File: config.mk
export PLATFORM = sky130hd
export DESIGN_NAME = down_counter
export DESIGN_NICKNAME = d
export VERILOG_FILES = /design/src/rtl/counter_pkg.sv /design/src/rtl/down_counter_prescaler.sv /design/src/rtl/down_counter.sv
export SDC_FILE = /design/constraint.sdc
export NUM_CORES = 1
export LEC_CHECK = 0
export CORE_AREA = 2 2 39 41
export CTS_CLUSTER_DIAMETER = 120
export DETAILED_ROUTE_END_ITERATION = 6
export DIE_AREA = 0 0 41 43
export GPL_ROUTABILITY_DRIVEN = 1
export PLACE_DENSITY = 0.81
export SYNTH_ARGS = -nofsm -noshare
export SYNTH_HDL_FRONTEND = slang
export SYNTH_SLANG_ARGS = --single-unit
File: constraint.sdc
create_clock -name clock -period 2.8 [get_ports clock]
set_input_delay 0.42 -clock clock [delete_from_list [all_inputs] [get_ports clock]]
set_output_delay 0.42 -clock clock [all_outputs]
set_load 0.05 [all_outputs]
File: src/rtl/counter_pkg.sv
// Shared types and constants for the counter/timing library.
// The down counter's FSM states and their encodings live here.
package counter_pkg;

    localparam int STATE_BITS   = 2;
    localparam int MIN_WIDTH    = 2;
    localparam int MIN_PRESCALE = 1;

    localparam logic [STATE_BITS-1:0] ENC_IDLE    = 2'd0;
    localparam logic [STATE_BITS-1:0] ENC_COUNT   = 2'd1;
    localparam logic [STATE_BITS-1:0] ENC_EXPIRED = 2'd2;

    typedef enum logic [STATE_BITS-1:0] {
        IDLE    = ENC_IDLE,
        COUNT   = ENC_COUNT,
        EXPIRED = ENC_EXPIRED
    } state_t;

endpackage

File: src/rtl/down_counter_prescaler.sv
// Modulo-PRESCALE enabled tick generator for the down counter.
// Only compiled when DOWN_COUNTER_PRESCALE_EN is defined.
`ifdef DOWN_COUNTER_PRESCALE_EN
module down_counter_prescaler #(
    parameter int PRESCALE = 4
) (
    input  logic clock,
    input  logic clear_n,
    input  logic i_clear,
    input  logic i_enable,
    output logic o_tick
);

    localparam int CW = (PRESCALE > 1) ? $clog2(PRESCALE) : 1;
    localparam logic [CW-1:0] LAST = CW'(PRESCALE - 1);

    logic [CW-1:0] r_count;

    assign o_tick = i_enable && (r_count == LAST);

    // Wrapping on the tick doubles as the clear-on-decrement.
    always_ff @(posedge clock or negedge clear_n) begin
        if (!clear_n) begin
            r_count <= '0;
        end else if (i_clear) begin
            r_count <= '0;
        end else if (i_enable) begin
            r_count <= (r_count == LAST) ? '0 : r_count + CW'(1);
        end
    end

endmodule
`endif

File: src/rtl/down_counter.sv
// Loadable down counter / countdown timer with one-shot or wrap (auto-reload) mode.
// Define DOWN_COUNTER_PRESCALE_EN to add a PRESCALE divider on the enabled count.
module down_counter #(
    parameter int WIDTH = 4,
    parameter int WRAP  = 0
`ifdef DOWN_COUNTER_PRESCALE_EN
    ,
    parameter int PRESCALE = 4
`endif
) (
    input  logic             clock,
    input  logic             clear_n,
    input  logic             start,
    input  logic [WIDTH-1:0] load_value,
    input  logic             enable,
    output logic [WIDTH-1:0] Q,
    output logic             busy,
    output logic             expired,
    output logic             done
);

    import counter_pkg::*;

    state_t           r_state;
    logic [WIDTH-1:0] r_count;
    logic [WIDTH-1:0] r_reload;
    logic             r_done;
    logic             r_busy;
    logic             r_expired;

    state_t           w_nextState;
    logic [WIDTH-1:0] w_nextCount;
    logic [WIDTH-1:0] w_nextReload;
    logic             w_nextDone;
    logic             w_tick;

`ifdef DOWN_COUNTER_PRESCALE_EN
    logic w_prescaleEnable;

    assign w_prescaleEnable = enable && (r_state == COUNT) && !start;

    down_counter_prescaler #(
        .PRESCALE (PRESCALE)
    ) u_prescaler (
        .clock    (clock),
        .clear_n  (clear_n),
        .i_clear  (start),
        .i_enable (w_prescaleEnable),
        .o_tick   (w_tick)
    );
`else
    assign w_tick = enable;
`endif

    // start wins over everything; a zero load expires immediately.
    always_comb begin
        w_nextState  = r_state;
        w_nextCount  = r_count;
        w_nextReload = r_reload;
        w_nextDone   = 1'b0;
        if (start) begin
            w_nextCount  = load_value;
            w_nextReload = load_value;
            if (load_value == '0) begin
                w_nextState = EXPIRED;
                w_nextDone  = 1'b1;
            end else begin
                w_nextState = COUNT;
            end
        end else begin
            case (r_state)
                COUNT: begin
                    if (w_tick) begin
                        if (r_count > WIDTH'(1)) begin
                            w_nextCount = r_count - WIDTH'(1);
                        end else if (WRAP != 0) begin
                            w_nextCount = r_reload;
                            w_nextDone  = 1'b1;
                        end else begin
                            w_nextCount = '0;
                            w_nextState = EXPIRED;
                            w_nextDone  = 1'b1;
                        end
                    end
                end
                EXPIRED: begin
                    w_nextCount = '0;
                end
                default: begin
                    w_nextState = r_state;
                end
            endcase
        end
    end

    always_ff @(posedge clock or negedge clear_n) begin
        if (!clear_n) begin
            r_state   <= IDLE;
            r_count   <= '0;
            r_reload  <= '0;
            r_done    <= 1'b0;
            r_busy    <= 1'b0;
            r_expired <= 1'b0;
        end else begin
            r_state   <= w_nextState;
            r_count   <= w_nextCount;
            r_reload  <= w_nextReload;
            r_done    <= w_nextDone;
            r_busy    <= (w_nextState == COUNT);
            r_expired <= (w_nextState == EXPIRED);
        end
    end

    assign Q       = r_count;
    assign busy    = r_busy;
    assign expired = r_expired;
    assign done    = r_done;

endmodule

==> Word level (Yosys, flattened, before mapping) <==
Index checks and enable logic that the tools add are counted.
Widths: inputs -> output; s select.
{ "totals": {"register_bits": 9} }
{ "classes": {"n_addsub": 1, "magnitude_cmp": 1, "eq_ne": 5, "mux": 14, "reduce_logical": 3} }
{ "op_table": {"columns": ["operator", "n"], "rows": [
  ["$mux 4", 3],
  ["$mux 2", 5],
  ["$pmux 4 s2", 1],
  ["$mux 1", 5],
  ["$eq 2x1->1 const B", 2],
  ["$eq 2x2->1 const B", 2],
  ["$gt 4x1->1 const B", 1],
  ["$logic_not 4->1", 1],
  ["$sub 4x1->4 const B", 1],
  ["$ne 3x3->1 const B", 1],
  ["$reduce_bool 3->1", 1],
  ["$reduce_and 2->1", 1]
]} }

==> Logic depth before layout (Yosys ltp) <==
Gate-level depths: netlist (run 1).
{ "logic_depth": {"word_depth": 6, "ltp_mapped": 7, "ltp_nobuf": 6} }

==> Worst setup path before layout (run 1) <==
OpenSTA, ideal clock, no wires.
{ "synth_timing": {"path_type": "flip-flop to flip-flop", "from": "reg r_count[0], in the netlist Q[0]", "to": "reg r_count[0], in the netlist Q[0]", "t_arrival_ns": 1.767, "required_time_ns": 2.705, "setup_slack_ns": 0.937, "stages_incl_launch_ff": 8, "n_path_buf": 1, "synth_period_minus_slack_ns": 1.863, "path_cell_list": "dfrtp_1 -> inv_1 -> ha_1 -> or2_0 -> buf_2 -> a211oi_1 -> a21oi_1 -> o31ai_1"} }
{ "synth_via": {"elab_chain_len": 5, "word_cells_on_any_way": 6} }
{ "synth_rtl": {"columns": ["item", "line", "rtl"], "rows": [
  ["start, declared", "down_counter.sv:25", "logic [WIDTH-1:0] r_count;"],
  ["start signal, assigned", "down_counter.sv:106", "r_count <= w_nextCount;"],
  ["$sub 4x1->4 / $gt 4x1->1 (equally long branches)", "down_counter.sv:75, down_counter.sv:74", null],
  ["$mux 4 *", "down_counter.sv:74", "if (r_count > WIDTH'(1)) begin"],
  ["$mux 4 *", "down_counter.sv:73", "if (w_tick) begin"],
  ["$pmux 4 s2 *", "down_counter.sv:71", "case (r_state)"],
  ["$mux 4 *", "down_counter.sv:61", "if (start) begin"]
]} }
Every way passes the cells marked *; elsewhere a longest branch is shown, timed or not. The select of a mux whose other input is x is not followed.
A chain may end at the register's enable or synchronous reset.

==> Final worst setup path (run 1) <==
{ "layout_timing": {"from": "reg r_count[0], in the netlist Q[0]", "to": "out Q[0]"} }
{ "layout_rtl": {"columns": ["item", "line", "rtl"], "rows": [
  ["end, declared", "down_counter.sv:16", "output logic [WIDTH-1:0] Q,"]
]} }
No word-level cell between the ends.

==> results of run 1 <==
==> layer usage <==
metal,vias up,track usage (%),part of all wire [%]
li1,264,-,-
met5,-,0,0
met1,249,21.5,43
met2,32,25.0,44
met4,0,12.0,3.3
met3,5,4.71,9.6
==> cell usage in the layout, fill, tap and decap left out <==
master / count
nand3b_1: 1
o21a_1: 1
nand3_1: 2
a21oi_1: 11
clkbuf_4: 3
nor2_1: 2
and4b_1: 1
ha_1: 2
o21ai_0: 7
inv_1: 3
nand2b_1: 1
dfrtp_1: 9
a211oi_1: 1
o31ai_1: 1
o41ai_1: 1
and2_1: 1
clkdlybuf4s50_1: 14
and3_1: 1
nand2_1: 6
o2111ai_1: 1
and3b_1: 1
or2_0: 1
nor4_1: 1
a31oi_1: 2
clkbuf_1: 1
o31ai_2: 1
nor2b_1: 2
==> power by group through the flow <==
stage          logic (W)  clock network, W  registers (W)
2_1_floorplan  0.0000729                 0       0.000216
3_3_place_gp    0.000167                 0       0.000171
3_5_place_dp    0.000169                 0       0.000172
4_1_cts         0.000171          0.000110       0.000170
5_1_grt         0.000186          0.000115       0.000173
6_report        0.000171          0.000106       0.000170
==> cell families after synthesis <==
group           after synthesis  synth area share, %
compound gates               26                 28.3
fa+ha+maj                     2                 4.57
simple gates                 20                 20.1
flops                         9                 41.1
buf+inv                       7                 5.94
==> area by class of cell <==
| cell class | instances | area (um2) |
|---|---|---|
| Fill cell | 136 | 671 |
| Multi-Input combinational cell | 48 | 290 |
| Sequential cell | 9 | 225 |
| Timing Repair Buffer | 14 | 140 |
| Clock buffer | 4 | 26.3 |
| Tap cell | 16 | 20.0 |
| Inverter | 3 | 11.3 |
==> state kept, by name, summed over array words and instances, names as in the netlist <==
name and count:
Q 4, done 1, busy 1, r_state 2
expired 1
==> worst min path at each step <==
stage / startpoint / end / slack [ns] / cells after the start
after floorplan: clear_n / Q[0] / 0.12 / 0
after global placement: r_state[1] / r_state[1] / 0.64 / 2
after detailed placement: r_state[1] / r_state[1] / 0.65 / 2
after CTS: clear_n / Q[1] / 0.45 / 1
after global routing: clear_n / Q[1] / 0.48 / 1
final: clear_n / Q[3] / 0.44 / 1
==> through the flow <==
stage	hold WS (ns)	power (W)	cells
floorplan	0.124	0.000288	64
global placement	0.638	0.000337	90
global route	0.480	0.000474	94
detailed placement	0.648	0.000341	90
finish	0.438	0.000447	94
CTS	0.452	0.000450	94
==> results.md, run 1 <==
* Via Count at 550
* Worst clock skew at 0.0101 ns
* Period utilization at 72.4%
* Clock share of power at 23.8%
* Die H at 43 um
* Setup TNS at 0 ns
* Die width at 41 um
* DRT antenna net count at 0
* First-pass GRT wire length at 2010 um
* Iteration-0 DRC Markers at 39
* Critical Path Start Type: flop
* Final Hold Vio Count at 0
* Unrepaired setup endpoints after global routing: no
* # setup viols final at 0
* TritonCTS clock tree: built
* Clk root buf: clkbuf_4
* Final wirelength at 1290 um
* Synthesized area at 548 um2
* Antenna cells at 0
* Yosys Warn Count at 0
* H-tree depth at 1
* Final Critical Period at 2.03 ns
* Vias per cell at 5.85
* Nets at 89
* Share of cells above drive strength 1 at 5.13%
* Port buffer count at 14
* Sw Ratio at 40.4%
* HPWL Detailed at 894 um
* Combinational group share of total power at 38.2%
* Core area at 1380 um2
* Syn Area/Cell at 8.56 um2
* R2R Path Start: Q[0]
* Slew @ Worst Pin at 0.611 ns
* Largest area contributor in the netlist: dfrtp_1
* R2R setup slack at 1.03 ns
* PD cells at 627 nW/um2
* Switching pwr at 0.000181 W
* Yosys reg bits at 9
* Max Cap Viol at 0
* Io pins at 15
* Cells on worst reg2reg path at 6
* Maximum vdd drop at 0.000290 V
* GRT overflow at 0
* Vias in the first global route at 483
* Sequential cell area fraction in the yosys report at 41.1%
* Final core utilization at 51.5%
* Full die area at 1760 um2
* Critical Path AT at 1.61 ns
* Asr flop ratio synth at 100%
* Levels on crit path at 1
* CP peak stage delay at 0.86 ns
* Status: finished, final reports clean
* Fmax achieved at 0.493 GHz
* Synth top area share at 41.1%
* Pint at 0.000267 W
* Setup ws final at 0.773 ns
* CTS sink cnt at 9
* Seq pwr share at 38.1%
* Post-Syn Nets at 74
* R2R Path End: Q[0]
* Num CTS Buffers at 3
* Worst slack, placed at 0.982 ns
* Routed len/inst at 13.7 um
* Hold-fix buffers, CTS at 0
* CTS clock-pin slew for the worst setup and hold paths at 0.07 ns
* CTS max path bufs at 2
* Critical-path cell list: clkdlybuf4s50_1
* Area growth, synth to finish at 30.1%
* Post-route design area at 713 um2
* Worst-Skew Late Latency at 0.28 ns
* Initial antenna violation count at 0
* Initial Utilization at 39.6%
* Synth top cells by count: a21oi_1 (11), dfrtp_1 (9), o21ai_0 (7), nand2_1 (6), inv_1 (3)
* Largest net degree at the start of global routing at 20
* GRT Total Usage at 17.4%
* # DRC at 0
* CP Capture Point: Q[0]
* Buf/Inv on CP at 1
* Syn Inst Count at 64
* Slowest stage cell, crit path: clkdlybuf4s50_1
* WP data required at 2.38 ns
* Routability Congestion at 0.858
* Placement Cell Area at 687 um2
* Main area contributors after synthesis: dfrtp_1 (41%), a21oi_1 (10%), o21ai_0 (6.4%)
* LEAKAGE at 0.286 nW
* Distinct cells, synth at 27
* CP max FO at 7
* Post-synth EDFFs at 0
* Detailed Routing Iterations Pass 1 at 4
* Critical path type: reg2out
* CP Launch Point: Q[0]
* Setup Buffers After CTS at 0
* Top delay family on crit path: buffers and inverters
* Min-delay worst type: in2async
* Primary FF master, synth: dfrtp_1
* Site row count at 14
* Nature of the critical path endpoint: output pin
* Most common cell in the netlist: a21oi_1
* Post-cts sizing count at 0
* Slew Viols, Final at 0
* Rel. slew slack at 59.2%
(Power assumes the default switching activity.)
==> inputs of run 2 (changes only) <==
Settings changed: CORE_AREA 2 2 39 41 to unset, CORE_UTILIZATION set to 40, DIE_AREA 0 0 41 43 to unset, PLACE_DENSITY 0.81 to 0.82.
Clock period 2.8 ns to 1.7 ns, I/O delays scaled along.
==> run 2 against run 1 <==
  * Worst hold slack worse by 0.14 ns
  * Clock power is 63% higher
  * Sequential share of layout area is 0.20 points lower
  * Clock-buffer cell count stayed put
  * Core utilization is 9.6 points higher
  * Total power is 70% higher
  * Critical path depth is 5 higher
  * Combinational power is 82% higher
  * First-iteration DRC count is 36% lower
  * Critical path type is now reg2reg
==> results.md, run 2 (synthesized netlist as in run 1, its figures left out) <==
* Slew @ Worst Pin at 0.510 ns (-0.100 ns)
* Core area at 1190 um2 (-14%)
* Seq pwr share at 36.1% (-2.0 points)
* R2R Path End: Q[0]
* Iteration-0 DRC Markers at 25 (-36%)
* Nets at 92 (+3.4%)
* Hold_ws at 0.297 ns (-0.141 ns)
* Final wirelength at 1380 um (+6.8%)
* Via Count at 544 (-1.1%)
* Full die area at 1520 um2 (-14%)
* Detailed Routing Iterations Pass 1 at 4 (unchanged)
* Post-route design area at 726 um2 (+1.8%)
* Max Cap Viol at 0 (unchanged)
* First-pass GRT wire length at 2100 um (+4.5%)
* CTS max path bufs at 2 (unchanged)
* Slowest stage cell, crit path: dfrtp_2
* LEAKAGE at 0.311 nW (+8.6%)
* Clock share of power at 22.8% (-1.0 points)
* Hold-fix buffers, CTS at 0 (unchanged)
* # DRC at 0 (unchanged)
* Clk root buf: clkbuf_4
* Maximum vdd drop at 0.000523 V (+80%)
* Critical path type: reg2reg
* HPWL Detailed at 948 um (+6.0%)
* Share of cells above drive strength 1 at 22.2% (+17 points)
* Site row count at 12 (-2)
* Final core utilization at 61.2% (+9.6 points)
* Nature of the critical path endpoint: flop
* WP data required at 1.87 ns (-0.51 ns)
* Combinational group share of total power at 41.1% (+2.9 points)
* Die H at 39.0 um (-9.3%)
* Routed len/inst at 14.5 um (+5.6%)
* Pint at 0.000453 W (+70%)
* TritonCTS clock tree: built
* Commonest non-fill, non-tap cell in the layout: a21oi_1
* Rel. slew slack at 65.7% (+6.5 points)
* Vias per cell at 5.73 (-2.1%)
* Largest net degree at the start of global routing at 13 (-35%)
* Min-delay worst type: in2async
* H-tree depth at 1 (unchanged)
* Most frequent cells in the layout: a21oi_1 (11), buf_4 (10), dfrtp_1 (7), o21ai_0 (7), clkdlybuf4s50_1 (7)
* # setup viols final at 0 (unchanged)
* Io pins at 15 (unchanged)
* Area growth, synth to finish at 32.4%
* PD cells at 1050 nW/um2 (+67%)
* Cells on worst reg2reg path at 6 (unchanged)
* Fmax achieved at 0.621 GHz
* Critical Path Start Type: flop
* CTS clock-pin slew for the worst setup and hold paths at 0.06 ns (about the same)
* Initial antenna violation count at 0 (unchanged)
* CP max FO at 6 (-1)
* Routability Congestion at 0.902 (+5.2%)
* Placement Cell Area at 684 um2 (-0.36%)
* Final Hold Vio Count at 0 (unchanged)
* Worst-Skew Late Latency at 0.27 ns (about the same)
* Critical Path AT at 1.79 ns (+0.18 ns)
* Critical-path cell list: inv_1 -> ha_1 -> or2_4 -> a211oi_1 -> a21oi_1 -> o31ai_2
* Initial Utilization at 46.2% (+6.6 points)
* GRT Total Usage at 23.2% (+5.7 points)
* Unrepaired setup endpoints after global routing: no
* Switching pwr at 0.000307 W (+70%)
* R2R Path Start: Q[0]
* CTS sink cnt at 9 (unchanged)
* Num CTS Buffers at 3 (unchanged)
* Port buffer count at 14 (unchanged)
* Setup TNS at 0 ns (unchanged)
* Die width at 39.0 um (-4.8%)
* GRT overflow at 0 (unchanged)
* Vias in the first global route at 452 (-6.4%)
* Antenna cells at 0 (unchanged)
* Period utilization at 94.7%
* DRT antenna net count at 0 (unchanged)
* Final Critical Period at 1.61 ns
* Status: finished, final reports clean
* Worst clock skew at 0.00320 ns (-0.00692 ns)
* Sw Ratio at 40.4% (about the same)
* R2R setup slack at 0.09 ns (-0.94 ns)
* CP peak stage delay at 0.39 ns (-0.47 ns)
* Max reg flops at 4 (unchanged)
* Slew Viols, Final at 0 (unchanged)
## run 2: cell types whose count changed in the layout (fill, tap and decap cells not counted), sizes merged
cell,previous run,this run
clkdlybuf4s50,14,7
buf,0,10
## run 2: power groups by stage
stage                     Combinational (W)  Clock, W  Sequential [W]
after detailed placement           0.000284         0        0.000282
after CTS                          0.000296  0.000179        0.000279
after global placement             0.000280         0        0.000280
after floorplan                    0.000120         0        0.000357
after global routing               0.000338  0.000193        0.000277
final                              0.000312  0.000173        0.000274
## run 2: worst max-delay path: cells and delay by family, from the launching register on
| family | cells | cell delay (ns) |
|---|---|---|
| and+or+nand+nor | 1 | 0.29 |
| DFF | 1 | 0.39 |
| AOI/OAI and AO/OA | 3 | 0.55 |
| buffers and inverters | 1 | 0.05 |
| adders and majority gates | 1 | 0.22 |
## run 2: layout make-up
cell class              count  area [um2]
flip-flops and latches      9         228
inverters                   3        11.3
clock buffers               4        26.3
fillers                   103         460
repair buffers             17         145
multi-input cells          48         298
well taps                  14        17.5
## run 2: worst max path at each step
stage	from	endpoint	slack (ns)	depth (start not counted)
after detailed placement	enable	Q[2]	0.06	5
after global routing	Q[0]	Q[0]	0.02	6
after CTS	Q[1]	Q[0]	0.01	6
final	Q[0]	Q[0]	0.09	6
after floorplan	Q[0]	Q[0]	0.01	7
after global placement	Q[1]	r_state[1]	0.1	6
## run 2: routing by layer
layer / global-route usage [%] / routed length, um / vias to the layer above
met2: 31.7 / 660 / 26
met5: 0 / 0 / -
met1: 27.5 / 592 / 249
li1: - / - / 267
met3: 8.67 / 101 / 2
met4: 20.7 / 21 / 0
## run 2: metrics by stage
step / worst slack, ns / std cells / power, W
after detailed placement: 0.0568 / 90 / 0.000567
after CTS: 0.0105 / 94 / 0.000753
after global routing: 0.0173 / 95 / 0.000809
after global placement: 0.0996 / 90 / 0.000559
after floorplan: 0.0129 / 64 / 0.000477
final: 0.0894 / 95 / 0.000760
## run 2: repair_timing
item,4_1_cts,5_1_grt
gates resized for setup,2,1
buffers inserted,0,1
pin swaps,1,0
endpoints found under the setup margin,1,1
